`src/rtl/cacheline_adaptor.sv`:
```
// cacheline_adaptor: sits between the L2 cache and physical memory.
// A single-transfer line request from L2 becomes a fixed-length burst of
// BEATS beats on the memory bus. Reads gather the beats into one line, and
// writes split a latched line into beats.
module cacheline_adaptor #(
  parameter  int BEATS      = 4,
  parameter  int BEAT_WIDTH = 64,
  parameter  int ADDR_WIDTH = 32,
  localparam int LINE_WIDTH = BEATS * BEAT_WIDTH,
  localparam int OFFS       = $clog2(LINE_WIDTH / 8),
  localparam int CNT_W      = $clog2(BEATS)
) (
  input  logic                  clk,
  input  logic                  rst,
  // line side (L2)
  input  logic [ADDR_WIDTH-1:0] line_addr,
  input  logic                  line_read,
  input  logic                  line_write,
  input  logic [LINE_WIDTH-1:0] line_wdata,
  output logic [LINE_WIDTH-1:0] line_rdata,
  output logic                  line_resp,
  // burst side (physical memory)
  output logic [ADDR_WIDTH-1:0] mem_addr,
  output logic                  mem_read,
  output logic                  mem_write,
  output logic [BEAT_WIDTH-1:0] mem_wdata,
  input  logic [BEAT_WIDTH-1:0] mem_rdata,
  input  logic                  mem_resp
);

  typedef enum logic [1:0] {
    IDLE = 2'd0,
    RD   = 2'd1,
    WR   = 2'd2,
    DONE = 2'd3
  } state_e;

  state_e                  state_q;
  logic [CNT_W-1:0]        cnt_q;
  logic [CNT_W-1:0]        cnt_d;
  logic [ADDR_WIDTH-1:0]   mem_addr_q;
  logic                    mem_read_q;
  logic                    mem_write_q;
  logic                    line_resp_q;
  logic [LINE_WIDTH-1:0]   line_rdata_q;
  logic [LINE_WIDTH-1:0]   rbuf_q;
  logic [LINE_WIDTH-1:0]   rbuf_d;
  logic [LINE_WIDTH-1:0]   wbuf_q;
  logic [ADDR_WIDTH-1:0]   addr_aligned;
  logic                    last_beat;

  // The byte offset within a line never reaches the memory bus.
  logic unused_offset_bits;
  assign unused_offset_bits = ^line_addr[OFFS-1:0];

  assign addr_aligned = {line_addr[ADDR_WIDTH-1:OFFS], {OFFS{1'b0}}};
  assign cnt_d        = cnt_q + CNT_W'(1);
  assign last_beat    = (cnt_q == CNT_W'(BEATS - 1));

  // Read buffer with the current beat slotted in. The result is only
  // captured when a beat is accepted in RD, so that on the final beat the
  // complete line can go straight to line_rdata.
  always_comb begin
    rbuf_d = rbuf_q;
    rbuf_d[cnt_q*BEAT_WIDTH +: BEAT_WIDTH] = mem_rdata;
  end

  // Burst sequencer: every output except mem_wdata comes from a flop here.
  always_ff @(posedge clk) begin
    if (rst) begin
      state_q      <= IDLE;
      cnt_q        <= '0;
      mem_addr_q   <= '0;
      mem_read_q   <= 1'b0;
      mem_write_q  <= 1'b0;
      line_resp_q  <= 1'b0;
      line_rdata_q <= '0;
      rbuf_q       <= '0;
      wbuf_q       <= '0;
    end else begin
      case (state_q)
        IDLE: begin
          line_resp_q <= 1'b0;
          cnt_q       <= '0;
          // Reads win when L2 raises both requests together.
          if (line_read) begin
            state_q    <= RD;
            mem_addr_q <= addr_aligned;
            mem_read_q <= 1'b1;
          end else if (line_write) begin
            state_q     <= WR;
            mem_addr_q  <= addr_aligned;
            wbuf_q      <= line_wdata;
            mem_write_q <= 1'b1;
          end
        end
        RD: begin
          if (mem_resp) begin
            rbuf_q <= rbuf_d;
            cnt_q  <= cnt_d;
            if (last_beat) begin
              mem_read_q   <= 1'b0;
              line_rdata_q <= rbuf_d;
              line_resp_q  <= 1'b1;
              state_q      <= DONE;
            end
          end
        end
        WR: begin
          if (mem_resp) begin
            cnt_q <= cnt_d;
            if (last_beat) begin
              mem_write_q <= 1'b0;
              line_resp_q <= 1'b1;
              state_q     <= DONE;
            end
          end
        end
        DONE: begin
          // L2 is still dropping its request here, so nothing is sampled.
          line_resp_q <= 1'b0;
          state_q     <= IDLE;
        end
        default: begin
          state_q <= IDLE;
        end
      endcase
    end
  end

  assign line_rdata = line_rdata_q;
  assign line_resp  = line_resp_q;
  assign mem_addr   = mem_addr_q;
  assign mem_read   = mem_read_q;
  assign mem_write  = mem_write_q;
  assign mem_wdata  = wbuf_q[cnt_q*BEAT_WIDTH +: BEAT_WIDTH];

endmodule
```
`config.mk`:
```
export PLATFORM = sky130hd
export DESIGN_NAME = cacheline_adaptor
export DESIGN_NICKNAME = d
export VERILOG_FILES = /design/src/rtl/cacheline_adaptor.sv
export SDC_FILE = /design/constraint.sdc
export NUM_CORES = 2
export LEC_CHECK = 0
export BUFFER_PORTS_ARGS = -buffer_cell sky130_fd_sc_hd__buf_2
export CORE_AREA = 2 2 276 278
export CTS_CLUSTER_SIZE = 10
export DETAILED_ROUTE_END_ITERATION = 8
export DIE_AREA = 0 0 278 280
export PLACE_DENSITY = 0.62
export SYNTH_ARGS = -nofsm -noshare
export SYNTH_HDL_FRONTEND = slang
export SYNTH_SLANG_ARGS = --single-unit
```
`constraint.sdc`:
```
create_clock -name clk -period 3.16 [get_ports clk]
set_input_delay 0.632 -clock clk [delete_from_list [all_inputs] [get_ports clk]]
set_output_delay 0.632 -clock clk [all_outputs]
set_load 0.02 [all_outputs]
```
==> reports/results.ini <==
[clocking]
clkTransAtPathRegs_ns=0.05
clock_sink_count=802
cts_htree_levels=3
cts-root-buf=sky130_fd_sc_hd__clkbuf_16
max-clock-path-buffers=3
cts_buffers=92
tritoncts=built
worstSkewPairLatency_ns=0.66
cts.hold.buffers_added=0

[logic_synthesis]
synth-seq-area-share=0.508
netlist_area_um2=31600
synth_async_sr_flop_share=0
synth-edff-count=0
synth_flop_cell=sky130_fd_sc_hd__dfxtp_1
syn_avg_cell_area_um2=8.73
synth_top_cells_by_area=sky130_fd_sc_hd__dfxtp_1, sky130_fd_sc_hd__nand2_1, sky130_fd_sc_hd__a21oi_1, sky130_fd_sc_hd__nor2_1, sky130_fd_sc_hd__a221oi_1
cell_count_after_synthesis=3624
yosysTopAreaCell=sky130_fd_sc_hd__dfxtp_1
yosys_register_bits=802
yosysWarningCount=0
synth.lib_cells_used.distinct=40
yosysTopAreaCellShare=0.508

[place]
port_buffers=701
detailedPlacementHpwl_mm=72.0
post_dp_cell_area_um2=35900
finalWeightedCongestion=0.862

[sta]
fin_setup_tns_ns=0
rsz0062_at_grt=false
final.min_clock_period_ns=3.02
hold_viol=0
relSlewSlack=0.223
timing.clock.skew_ns=0.0370
report.final.setup_viol=0
period_share=0.954
timing_worst_slew_pin_value_ns=1.16
timing.hold.ws_ns=0.209
drv_slew=0
maxClockFrequency_mhz=332

[global_route]
global_route.overflow_total=0
grt_start_max_net_pins=97
grtUsageTotal=0.270
antenna_found_initial=20
grt_first_pass_wirelength_mm=166
first_global_vias=27200

[finish]
final_common_cell=sky130_fd_sc_hd__dfxtp_1
stdcell_area_um2=38500
finalNetCount=4449
layout-drive-gt1-share=0.242
syn2layout_area_growth_pct=21.7
finish.utilization=0.512
most_frequent_cells_in_the_layout=sky130_fd_sc_hd__dfxtp_1, sky130_fd_sc_hd__buf_2, sky130_fd_sc_hd__nand2_1
fillerInstances=7264

[worst_hold_path]
min_delay_worst_endpoint=wbuf_q[158]
min-delay-start=line_wdata[158]
type_of_the_worst_min_delay_path=input pin to flop
cell_count_of_the_worst_hold_path=3

[power]
fin_total_pwr_uw=25100
power.static_leakage_uw=0.0153
power_density_nw_per_um2=651
power.ir.vdd_worst_mv=0.431

[worst_setup_path]
r2r.worst_path.cells=5
timing.critical_path.from_type=flop
worst-path-max-fanout=28
crit_arrival_ns=2.38
crit_required_ns=2.53
worst-setup-path-type=flop to output port
r2r_slack_ns=0.52
worst_setup_path_end_kind=output port
crit-reg2reg-capture=rbuf_q[72]
worst_r2r_startpoint=state_q[1]

[outcome]
status=finished clean

[route]
post_drt_wl_per_cell_um=21.5
drt_pre_antenna_iters=5
drt-vias-per-instance=5.77
detail_route.drc_violations=0
detailedRoute.firstIterationViolations=2843
routed-via-count=29400
number_of_antenna_violating_nets_in_the_routed_design=0
postRouteWirelength_mm=109

[floorplan]
floorplan.initialDensity=0.421
die_y_um=280
floorplan.die_area_um2=77800
floorplan.die.width_um=278
pin_count=712
coreArea_um2=75200
num_rows=101

[flow_run]
maxCapViolCount=0

[where the power goes]
part           internal, uW  switching, uW
sequential            10600            285
clock                  5320           4140
combinational          1560           3130
total                 17500           7560
[sequential cells by signal (all words and copies together) (netlist names), 2 cells and up]
| signal | count |
|---|---|
| wbuf_q | 256 |
| line_rdata | 256 |
| state_q | 2 |
| mem_addr | 27 |
| cnt_q | 2 |
| rbuf_q | 256 |
[layer usage]
| metal | routed length (um) | GRT usage |
|---|---|---|
| met5 | 27 | 0 |
| met4 | 4800 | 0.122 |
| met3 | 8690 | 0.0669 |
| met2 | 51300 | 0.431 |
| met1 | 44600 | 0.346 |
[through the flow]
| step | setup WS (ns) | cells |
|---|---|---|
| after floorplan | 0.655 | 3628 |
| after global placement | 0.553 | 4965 |
| after detailed placement | 0.518 | 4965 |
| after CTS | 0.0659 | 5080 |
| after global routing | 0.0336 | 5095 |
| final | 0.144 | 5097 |
[critical path: stages, from the launching register on]
cell and delay [ns]:
sky130_fd_sc_hd__dfxtp_4 0.53, sky130_fd_sc_hd__bufbuf_16 0.47, sky130_fd_sc_hd__mux4_2 0.55, sky130_fd_sc_hd__buf_2 0.18
[cell usage after synthesis, types with 2 or more instances]
library cell and n:
sky130_fd_sc_hd__and2_1 2, sky130_fd_sc_hd__nor3_1 256, sky130_fd_sc_hd__mux4_2 64, sky130_fd_sc_hd__nand3_1 71
sky130_fd_sc_hd__nand2b_1 2, sky130_fd_sc_hd__dfxtp_1 802, sky130_fd_sc_hd__inv_2 3, sky130_fd_sc_hd__clkbuf_2 2
sky130_fd_sc_hd__nor2b_1 64, sky130_fd_sc_hd__inv_1 5, sky130_fd_sc_hd__and4b_1 2, sky130_fd_sc_hd__nand3b_1 2
sky130_fd_sc_hd__buf_1 28, sky130_fd_sc_hd__nor3b_1 4, sky130_fd_sc_hd__clkbuf_1 202, sky130_fd_sc_hd__a311oi_1 64
sky130_fd_sc_hd__o21ai_0 3, sky130_fd_sc_hd__buf_2 185, sky130_fd_sc_hd__a21oi_1 355, sky130_fd_sc_hd__nand2_1 630
sky130_fd_sc_hd__a32oi_1 192, sky130_fd_sc_hd__and3_1 2, sky130_fd_sc_hd__buf_4 18, sky130_fd_sc_hd__ha_1 9
sky130_fd_sc_hd__nor2_1 451, sky130_fd_sc_hd__a221oi_1 192
[repair_timing]
item                                    CTS  global route
resized for setup                         1             0
setup buffers                             1             0
endpoints found under the setup margin   53             0
[cells by family (layout without fill, tap and decap cells)]
| logic type | after synthesis | count (layout) | share of synthesized area |
|---|---|---|---|
| AO/OA/AOI/OAI | 810 | 810 | 0.182 |
| XOR/XNOR | 1 | 1 | 0.000277 |
| adder cells (fa/ha/maj) | 9 | 9 | 0.00356 |
| buffers and inverters | 444 | 918 | 0.0625 |
| flip-flops | 802 | 802 | 0.508 |
| multiplexers | 65 | 65 | 0.0459 |
| other | 1 | 22 | 0.000119 |
| AND/OR/NAND/NOR | 1492 | 1492 | 0.198 |
[worst max-delay path by stage]
stage,startpoint,end
after floorplan,cnt_q[0],line_rdata[58]
after global placement,state_q[1],rbuf_q[80]
after detailed placement,state_q[1],rbuf_q[72]
after CTS,cnt_q[0],mem_wdata[17]
after global routing,cnt_q[0],mem_wdata[0]
final,cnt_q[0],mem_wdata[0]
[cell type report]
| class | count | area (um2) | area share |
|---|---|---|---|
| inverter | 8 | 30.0 | 0.000780 |
| sequential | 802 | 16100 | 0.417 |
| clock inverter | 11 | 168 | 0.00436 |
| timing repair buffer | 797 | 4860 | 0.126 |
| antenna | 17 | 42.5 | 0.00111 |
| clock buffer | 102 | 2380 | 0.0618 |
| tap | 978 | 1220 | 0.0318 |
| multi-input combinational | 2382 | 13700 | 0.357 |
Power figures use the tool's default switching activity.
